==> src/rtl/audio_i2s_tx.sv <==
// ---------------------------------------------------------------------------
// audio_i2s_tx
//   I2S transmitter for the codec audio path. Accepts one 16-bit stereo pair
//   at a time over a valid/ready handshake into a single-entry buffer and
//   serialises it as 64-BCLK frames: two 32-bit slots, MSB first, with data
//   delayed one BCLK after the WCLK transition. The block is held in its reset
//   state until the codec configuration sequencer raises iCFG_DONE.
//
// Parameters
//   CLK_DIV   iCLK_50 cycles per BCLK half-period (2..255)
//   SAMPLE_W  sample width, fixed at 16
//
// Ports
//   iCLK_50       system clock
//   iRESET        asynchronous active-high reset
//   iCFG_DONE     codec configured (level, iCLK_50 domain); low = idle
//   iLEFT/iRIGHT  sample pair, two's complement
//   iVALID        sample pair valid
//   oREADY        buffer empty and running, pair can be accepted
//   oBCLK         I2S bit clock
//   oWCLK         I2S word clock (0 = left slot)
//   oDOUT         I2S serial data, changes on BCLK falling edges
//   oSAMPLE_TICK  one-cycle pulse at every frame load
//   oUNDERRUN     one-cycle pulse when a frame loads from an empty buffer
// ---------------------------------------------------------------------------
module audio_i2s_tx #(
  parameter int CLK_DIV  = 8,
  parameter int SAMPLE_W = 16
) (
  input  logic                iCLK_50,
  input  logic                iRESET,
  input  logic                iCFG_DONE,
  input  logic [SAMPLE_W-1:0] iLEFT,
  input  logic [SAMPLE_W-1:0] iRIGHT,
  input  logic                iVALID,
  output logic                oREADY,
  output logic                oBCLK,
  output logic                oWCLK,
  output logic                oDOUT,
  output logic                oSAMPLE_TICK,
  output logic                oUNDERRUN
);

  localparam int DIV_W  = 8;
  localparam int SLOT_W = 32;
  localparam int PAD_W  = SLOT_W - SAMPLE_W;

  logic [DIV_W-1:0]    r_div;
  logic [5:0]          r_bidx;
  logic                r_full;
  logic [SAMPLE_W-1:0] r_buf_l;
  logic [SAMPLE_W-1:0] r_buf_r;
  logic [63:0]         r_shift;

  logic        w_tc;
  logic        w_fall;
  logic [5:0]  w_bnext;
  logic        w_load;
  logic        w_xfer;
  logic        w_full_next;
  logic [63:0] w_word;

  assign w_tc    = (r_div == DIV_W'(CLK_DIV - 1));
  // A terminal count while BCLK is high is the falling edge.
  assign w_fall  = w_tc && oBCLK;
  assign w_bnext = r_bidx + 6'd1;
  assign w_load  = w_fall && (r_bidx == 6'd63);
  assign w_xfer  = iVALID && oREADY;

  // On a load edge the new word's MSB goes straight to oDOUT, so the word
  // feeding the output/shift path is selected here rather than in r_shift.
  always_comb begin
    w_word = r_shift;
    if (w_load) begin
      if (r_full)
        w_word = {r_buf_l, {PAD_W{1'b0}}, r_buf_r, {PAD_W{1'b0}}};
      else
        w_word = 64'h0;
    end
  end

  // Load empties the buffer, but a pair accepted on that same cycle refills
  // it for the following frame. A transfer can only happen while empty.
  assign w_full_next = w_load ? w_xfer : (r_full | w_xfer);

  always_ff @(posedge iCLK_50 or posedge iRESET) begin
    if (iRESET) begin
      r_div        <= '0;
      r_bidx       <= 6'd63;
      r_full       <= 1'b0;
      r_buf_l      <= '0;
      r_buf_r      <= '0;
      r_shift      <= '0;
      oREADY       <= 1'b0;
      oBCLK        <= 1'b0;
      oWCLK        <= 1'b0;
      oDOUT        <= 1'b0;
      oSAMPLE_TICK <= 1'b0;
      oUNDERRUN    <= 1'b0;
    end else if (!iCFG_DONE) begin
      // Idle: everything parked at reset values, buffered pair discarded.
      r_div        <= '0;
      r_bidx       <= 6'd63;
      r_full       <= 1'b0;
      r_buf_l      <= '0;
      r_buf_r      <= '0;
      r_shift      <= '0;
      oREADY       <= 1'b0;
      oBCLK        <= 1'b0;
      oWCLK        <= 1'b0;
      oDOUT        <= 1'b0;
      oSAMPLE_TICK <= 1'b0;
      oUNDERRUN    <= 1'b0;
    end else begin
      oSAMPLE_TICK <= 1'b0;
      oUNDERRUN    <= 1'b0;

      if (w_tc) begin
        r_div <= '0;
        oBCLK <= ~oBCLK;
      end else begin
        r_div <= r_div + DIV_W'(1);
      end

      if (w_fall) begin
        r_bidx  <= w_bnext;
        // WCLK leads each slot by one BCLK: right slot data is b=32..63.
        oWCLK   <= (w_bnext >= 6'd31) && (w_bnext <= 6'd62);
        oDOUT   <= w_word[63];
        r_shift <= {w_word[62:0], 1'b0};
      end

      if (w_load) begin
        oSAMPLE_TICK <= 1'b1;
        oUNDERRUN    <= ~r_full;
      end

      if (w_xfer) begin
        r_buf_l <= iLEFT;
        r_buf_r <= iRIGHT;
      end

      r_full <= w_full_next;
      oREADY <= ~w_full_next;
    end
  end

endmodule

==> config.mk <==
export PLATFORM = sky130hd
export DESIGN_NAME = audio_i2s_tx
export DESIGN_NICKNAME = d
export VERILOG_FILES = /design/src/rtl/audio_i2s_tx.sv
export SDC_FILE = /design/constraint.sdc
export NUM_CORES = 1
export LEC_CHECK = 0
export ABC_AREA = 1
export CAP_MARGIN = 10
export CORE_UTILIZATION = 50
export CTS_CLUSTER_SIZE = 8
export DETAILED_ROUTE_END_ITERATION = 6
export GPL_ROUTABILITY_DRIVEN = 0
export HOLD_SLACK_MARGIN = 0.02
export PLACE_DENSITY = 0.73
export SETUP_SLACK_MARGIN = 0.05
export SLEW_MARGIN = 15
export SYNTH_ARGS = -nofsm -noshare
export SYNTH_HDL_FRONTEND = slang
export SYNTH_SLANG_ARGS = --single-unit
==> constraint.sdc <==
create_clock -name iCLK_50 -period 3.16 [get_ports iCLK_50]
set_input_delay 0.632 -clock iCLK_50 [delete_from_list [all_inputs] [get_ports iCLK_50]]
set_output_delay 0.632 -clock iCLK_50 [all_outputs]
set_load 0.02 [all_outputs]
==> results of run 1 <==
==> final cells by class <==
class                           count  area, sq um
Fill cell                         762         3560
Sequential cell                   100         2510
Multi-Input combinational cell    318         1560
Timing Repair Buffer               47          468
Inverter                           64          248
Tap cell                          108          135
Clock buffer                       10          128
Clock inverter                      6          113
==> layer usage <==
layer	vias to the layer above	part of all wire (%)
met4	0	1.0
met5	-	0
li1	1735	-
met1	1698	49
met2	82	45
met3	7	5.1
==> power groups by stage <==
| stage | Sequential [mW] | Clock (mW) | Combinational, mW |
|---|---|---|---|
| final | 1.31 | 0.970 | 0.165 |
| after global routing | 1.32 | 1.04 | 0.187 |
| after CTS | 1.31 | 0.992 | 0.168 |
| after detailed placement | 1.34 | 0 | 0.168 |
| after global placement | 1.34 | 0 | 0.164 |
| after floorplan | 1.34 | 0 | 0.0919 |
==> cell usage after synthesis, types with 4 or more instances <==
cell type,n,area [sq um]
sky130_fd_sc_hd__nand2_1,69,259
sky130_fd_sc_hd__nor2_1,25,93.8
sky130_fd_sc_hd__ha_1,4,50.1
sky130_fd_sc_hd__buf_2,7,35.0
sky130_fd_sc_hd__buf_4,7,52.6
sky130_fd_sc_hd__o21ai_0,102,510
sky130_fd_sc_hd__o21ai_1,43,215
sky130_fd_sc_hd__inv_1,60,225
sky130_fd_sc_hd__nand3_1,51,255
sky130_fd_sc_hd__dfrtp_1,94,2350
sky130_fd_sc_hd__a21oi_1,7,35.0
sky130_fd_sc_hd__dfstp_2,6,158
sky130_fd_sc_hd__buf_6,5,56.3
sky130_fd_sc_hd__clkbuf_1,8,30.0
==> flip-flops by register name, indices dropped and copies added, names as in the netlist <==
register,cells
r_bidx,6
r_buf_l,16
oWCLK,1
r_div,8
r_buf_r,16
r_shift,47
oUNDERRUN,1
oDOUT,1
oREADY,1
oBCLK,1
oSAMPLE_TICK,1
r_full,1
==> logic make-up (layout without fill, tap and decap cells) <==
kind of cell,count (synthesis),count (layout)
AO/OA/AOI/OAI,157,157
adder cells (fa/ha/maj),4,4
buffers and inverters,93,127
flip-flops,100,100
AND/OR/NAND/NOR,157,157
==> stage by stage <==
step / setup WS (ns) / cells / hold WS [ns] / utilization, %
final: 1.03 / 653 / 0.467 / 59.2
after global routing: 0.948 / 653 / 0.491 / 59.2
after CTS: 1.01 / 653 / 0.471 / 59.2
after detailed placement: 0.849 / 637 / 0.458 / 56.5
after global placement: 0.953 / 637 / 0.442 / 56.5
after floorplan: 1.34 / 511 / 0.429 / -
==> worst paths after layout <==
kind	from	end	slack (ns)	cells after the start
max in group asynchronous	iRESET	r_buf_r[10]	2.00	3
worst max register to register	r_bidx[1]	r_shift[56]	1.15	7
worst min register to register	r_div[0]	r_div[0]	0.47	1
worst min-delay path	r_div[0]	r_div[0]	0.47	1
worst max-delay path	oBCLK	oBCLK	1.03	1
min in group asynchronous	iRESET	oWCLK	0.74	3
==> key figures, run 1 <==
Synth
  – Post-synthesis sequential area ratio: 55.8%
  – Number of warnings issued by yosys: 0
  – Simple-gate portion of the synthesized area: 15.8%
  – Multiplexer share of the synthesized area: 0%
  – Mean Syn Cell Area: 8.80 sq um
  – Register bit count reported by yosys: 100
  – Synthesized instance count: 511
  – Post-synthesis cell type count: 30
  – Top_reg_cell synth: sky130_fd_sc_hd__dfrtp_1
  – Post-synth net total: 551
  – Fraction of the mapped netlist area in compound gates: 17.8%
  – Adder-Cell Fraction of Synth Area: 1.11%
  – Share of async-settable or async-resettable flops after synthesis: 100%
  – Synth Area in XOR/XNOR: 0%
  – Number of flops mapped to enable cells by yosys: 0
  – Area of the mapped netlist: 4490 sq um
  – Dominant combinational cell family by area after synthesis: compound AO/OA/AOI/OAI gates

Timing
  – Hold violation count in the final report: 0
  – Sum Neg Setup Slack: 0 ns
  – Transition at the pin with the smallest max-transition slack: 0.862 ns
  – Time the final worst path needs with I/O delays and setup: 2.13 ns
  – Achievable clock frequency: 469 MHz
  – Max_slew headroom: 42.5%
  – Final number of max-transition violations: 0
  – Crit share post-route: 67.5%
  – RSZ-0062 raised after global routing: no
  – Setup clock skew after layout: 0.0123 ns
  – # setup viols final: 0

Layout
  – Non-Filler Cell Area, Final: 5160 sq um
  – Total number of nets in the final design: 580
  – Fraction of layout instances using a drive strength above 1: 7.89%
  – Most frequent standard cell in the layout excluding fill and tap cells: sky130_fd_sc_hd__o21ai_0
  – Final antenna diode count: 0
  – Syn-to-layout area delta: 14.9%
  – Commonest cells after routing, fill and taps aside: sky130_fd_sc_hd__o21ai_0, sky130_fd_sc_hd__dfrtp_1, sky130_fd_sc_hd__nand2_1

Critical path
  – Crit path buf inv count: 1
  – Required time reported for the critical path endpoint: 2.53 ns
  – Largest delay share family, worst path: buffers and inverters
  – CP Class: reg2out
  – Largest stage delay on the critical path: 0.66 ns
  – Worst Path Arrival: 1.50 ns
  – Crit path max-delay cell type: sky130_fd_sc_hd__clkdlybuf4s50_1
  – Kind of end point of the critical path: output pin
  – Crit-path cells: clkdlybuf4s50_1
  – Startpoint class of the critical path: flip-flop
  – Biggest fanout along the worst timing path: 6

Pwr
  – Total internal power: 1.89 mW
  – Power Dens Cells: 474 nW/um^2
  – Share of power burned in the clock network: 39.6%
  – Flop pwr share: 53.6%
  – Standby leakage power: 2.26 nW
  – Worst VDD drop: 0.000275 V
  – Combinational Power Share: 6.7%
  – Switching power share of the total: 22.6%
  – Power, Total: 2.45 mW
  – Net Switching: 0.554 mW

Route
  – Iteration-0 DRC Markers: 280
  – Remaining number of nets flagged by the antenna check after routing: 0
  – Post-route DRC: 0
  – Detailed-routing iteration count for the pre-antenna-repair pass: 4
  – Post-DR wirelength/cell: 13.9 um
  – Via total after detailed routing: 3522
  – Routed vias/inst: 5.39
  – Aggregate routed wire length: 9090 um

GRT
  – Largest net degree at the start of global routing: 101
  – Grt met3 use: 5.49%
  – Most utilized layer in the global route result: met2
  – Gr ovfl total: 0
  – Via count of the first global-routing pass: 3413
  – Total routing usage reported by global routing: 20.6%
  – First-pass GRT wire length: 15800 um
  – Antenna violations before repair: 0
  – Met1 capacity usage during global routing: 29.3%
  – Met2 demand-to-capacity share in global routing: 31.3%

Clock tree
  – H-tree Lvls: 3
  – Number of clock sinks: 100
  – Clk pin slew, worst setup/hold paths: 0.09 ns
  – TritonCTS clock tree: done
  – Cts hold-fix bufs: 0
  – Clock tree root buffer cell: sky130_fd_sc_hd__clkbuf_8
  – Number of buffers between clock root and the deepest sink: 2
  – Clock latency on the worst-skew pair: 0.36 ns
  – Postcts setup bufs: 0
  – CTS resizes: 0
  – CTS Buf Count: 9

Min path
  – Worst min-delay path class: reg2reg

Floorplan
  – Die extent in x: 96.8 um
  – Top-level I/O count: 42
  – Site Rows: 34
  – Height of the chip: 96.8 um
  – Core footprint: 8720 sq um
  – Initial core utilization: 51.5%
  – Floorplan die area: 9370 sq um

Place
  – Count of buffers inserted at the top-level ports: 41
  – Half-perimeter wire length after placement: 5550 um
  – Total cell area at the placement stage: 4920 sq um

Job
  – Maxcap violations: 0

Outcome
  – Outcome: finished clean
Note: power is estimated with default switching activity, not from simulation.
==> inputs of run 2 (changes only) <==
--- a/config.mk
+++ b/config.mk
@@ -12,7 +12,7 @@
 export DETAILED_ROUTE_END_ITERATION = 6
 export GPL_ROUTABILITY_DRIVEN = 0
 export HOLD_SLACK_MARGIN = 0.02
-export PLACE_DENSITY = 0.73
+export PLACE_DENSITY = 0.7
 export SETUP_SLACK_MARGIN = 0.05
 export SLEW_MARGIN = 15
 export SYNTH_ARGS = -nofsm -noshare
==> constraint.sdc (replaced) <==
create_clock -name iCLK_50 -period 2.2 [get_ports iCLK_50]
set_input_delay 0.44 -clock iCLK_50 [delete_from_list [all_inputs] [get_ports iCLK_50]]
set_output_delay 0.44 -clock iCLK_50 [all_outputs]
set_load 0.02 [all_outputs]
==> key figures, run 2 (synthesized netlist as in run 1, its figures left out) <==
Critical path
  – Crit-path cells: clkdlybuf4s50_1 (unchanged)
  – Crit path buf inv count: 1 (unchanged)
  – Required time reported for the critical path endpoint: 1.76 ns (was 2.53 ns)
  – Origin of the worst setup path: oBCLK (unchanged)
  – Largest delay share family, worst path: buffers and inverters (unchanged)
  – Crit path max-delay cell type: sky130_fd_sc_hd__clkdlybuf4s50_1 (unchanged)
  – Largest stage delay on the critical path: 0.66 ns (about the same)
  – Startpoint of the worst register-to-register path: r_bidx[1] (unchanged)
  – Kind of end point of the critical path: output pin (unchanged)
  – Worst Path Arrival: 1.52 ns (was 1.50 ns)
  – Startpoint class of the critical path: flip-flop (unchanged)
  – Biggest fanout along the worst timing path: 6 (unchanged)
  – CP Class: reg2out (unchanged)

Floorplan
  – Site Rows: 34 (unchanged)
  – Top-level I/O count: 42 (unchanged)
  – Floorplan die area: 9370 sq um (unchanged)
  – Core footprint: 8720 sq um (unchanged)
  – Initial core utilization: 51.5% (unchanged)
  – Height of the chip: 96.8 um (unchanged)
  – Die extent in x: 96.8 um (unchanged)

Layout
  – Total number of nets in the final design: 586 (was 580)
  – Flip-flop count of the largest register after layout: 47 (unchanged)
  – Commonest cells after routing, fill and taps aside: sky130_fd_sc_hd__o21ai_0, sky130_fd_sc_hd__dfrtp_1, sky130_fd_sc_hd__nand2_1 (unchanged)
  – Final cell utilization of the core: 59.2% (unchanged)
  – Fraction of layout instances using a drive strength above 1: 8.89% (was 7.89%)
  – Most frequent standard cell in the layout excluding fill and tap cells: sky130_fd_sc_hd__o21ai_0 (unchanged)
  – Largest registers: r_shift x47, r_buf_l x16, r_buf_r x16 (unchanged)
  – Register with the most flip-flops: r_shift (unchanged)
  – Non-Filler Cell Area, Final: 5160 sq um (unchanged)
  – Syn-to-layout area delta: 14.9% (unchanged)
  – Final antenna diode count: 0 (unchanged)

Pwr
  – Standby leakage power: 2.27 nW (was 2.26 nW)
  – Switching power share of the total: 24.9% (was 22.6%)
  – Power, Total: 3.19 mW (was 2.45 mW)
  – Flop pwr share: 59.1% (was 53.6%)
  – Power Dens Cells: 618 nW/um^2 (was 474 nW/um^2)
  – Combinational Power Share: 7.8% (was 6.7%)
  – Worst VDD drop: 0.000372 V (was 0.000275 V)
  – Total internal power: 2.40 mW (was 1.89 mW)
  – Share of power burned in the clock network: 33.2% (was 39.6%)
  – Net Switching: 0.796 mW (was 0.554 mW)

Min path
  – Worst min-delay path class: in2async (was reg2reg)

Route
  – Detailed-routing iteration count for the pre-antenna-repair pass: 5 (was 4)
  – Aggregate routed wire length: 8720 um (was 9090 um)
  – Remaining number of nets flagged by the antenna check after routing: 0 (unchanged)
  – Iteration-0 DRC Markers: 163 (was 280)
  – Via total after detailed routing: 3470 (was 3522)
  – Routed vias/inst: 5.27 (was 5.39)
  – Post-DR wirelength/cell: 13.2 um (was 13.9 um)
  – Post-route DRC: 0 (unchanged)

GRT
  – Antenna violations before repair: 0 (unchanged)
  – Largest net degree at the start of global routing: 66 (was 101)
  – Gr ovfl total: 0 (unchanged)
  – Total routing usage reported by global routing: 20.5% (was 20.6%)
  – First-pass GRT wire length: 16000 um (was 15800 um)
  – Via count of the first global-routing pass: 3582 (was 3413)

Clock tree
  – Cts hold-fix bufs: 0 (unchanged)
  – Postcts setup bufs: 0 (unchanged)
  – Clock latency on the worst-skew pair: 0.35 ns (was 0.36 ns)
  – Number of buffers between clock root and the deepest sink: 2 (unchanged)
  – Clock tree root buffer cell: sky130_fd_sc_hd__clkbuf_8 (unchanged)
  – Clk pin slew, worst setup/hold paths: 0.09 ns (about the same)
  – Number of clock sinks: 100 (unchanged)
  – H-tree Lvls: 3 (unchanged)
  – TritonCTS clock tree: done (unchanged)
  – CTS resizes: 0 (unchanged)
  – CTS Buf Count: 9 (unchanged)

Timing
  – Final number of max-transition violations: 0 (unchanged)
  – Setup clock skew after layout: 0.0113 ns (was 0.0123 ns)
  – Max_slew headroom: 70.4% (was 42.5%)
  – Crit share post-route: 89.1%
  – Transition at the pin with the smallest max-transition slack: 0.443 ns (was 0.862 ns)
  – Achievable clock frequency: 510 MHz
  – Hold violation count in the final report: 0 (unchanged)
  – RSZ-0062 raised after global routing: no (unchanged)
  – Time the final worst path needs with I/O delays and setup: 1.96 ns
  – Sum Neg Setup Slack: 0 ns (unchanged)
  – # setup viols final: 0 (unchanged)

Place
  – Half-perimeter wire length after placement: 5830 um (was 5550 um)
  – Total cell area at the placement stage: 4990 sq um (was 4920 sq um)
  – Count of buffers inserted at the top-level ports: 41 (unchanged)

Outcome
  – Outcome: finished clean (unchanged)

Job
  – Maxcap violations: 0 (unchanged)
## run 2: changes by cell type in the layout (fill, tap and decap cells not counted)
| cell | delta |
|---|---|
| sky130_fd_sc_hd__buf_12 | +2 |
| sky130_fd_sc_hd__buf_4 | +4 |
| sky130_fd_sc_hd__bufinv_16 | -3 |
| sky130_fd_sc_hd__clkinvlp_4 | +1 |
| sky130_fd_sc_hd__inv_6 | +2 |
| sky130_fd_sc_hd__nor2_2 | +1 |
| sky130_fd_sc_hd__nor2_4 | -1 |
## run 2: final cells by class
cell class              instances  area, sq um
flip-flops and latches        100         2510
multi-input cells             318         1560
clock buffers                  10          128
fillers                       758         3560
repair buffers                 53          538
clock inverters                 6         47.5
well taps                     108          135
inverters                      64          248
## run 2: final timing paths
check | to | slack (ns) | depth (start not counted)
min in group iCLK_50 | r_div[0] | 0.47 | 1
max in group asynchronous | r_bidx[0] | 1.21 | 3
worst max register to register | r_shift[37] | 0.42 | 7
worst max-delay path | oBCLK | 0.24 | 1
worst min-delay path | r_buf_r[10] | 0.41 | 2
worst min register to register | r_div[0] | 0.47 | 1
## run 2: through the flow
step | worst slack (ns) | hold slack [ns] | std cells
2_1_floorplan | 0.575 | 0.429 | 511
3_3_place_gp | 0.311 | 0.446 | 643
3_5_place_dp | 0.256 | 0.456 | 643
4_1_cts | 0.219 | 0.412 | 659
5_1_grt | 0.176 | 0.456 | 659
6_report | 0.239 | 0.412 | 659
## run 2: per-layer routing
metal / part of all wire [%] / global-route usage (%)
met4: 1.1 / 5.86
met3: 3.0 / 2.75
met2: 49 / 35.6
met1: 47 / 26.8
met5: 0 / 0
## run 2: power by group through the flow
| stage | combinational [mW] | clock (mW) | sequential, mW |
|---|---|---|---|
| 3_3_place_gp | 0.249 | 0 | 1.92 |
| 3_5_place_dp | 0.253 | 0 | 1.92 |
| 6_report | 0.248 | 1.06 | 1.89 |
| 5_1_grt | 0.281 | 1.17 | 1.89 |
| 4_1_cts | 0.255 | 1.09 | 1.89 |
| 2_1_floorplan | 0.132 | 0 | 1.92 |
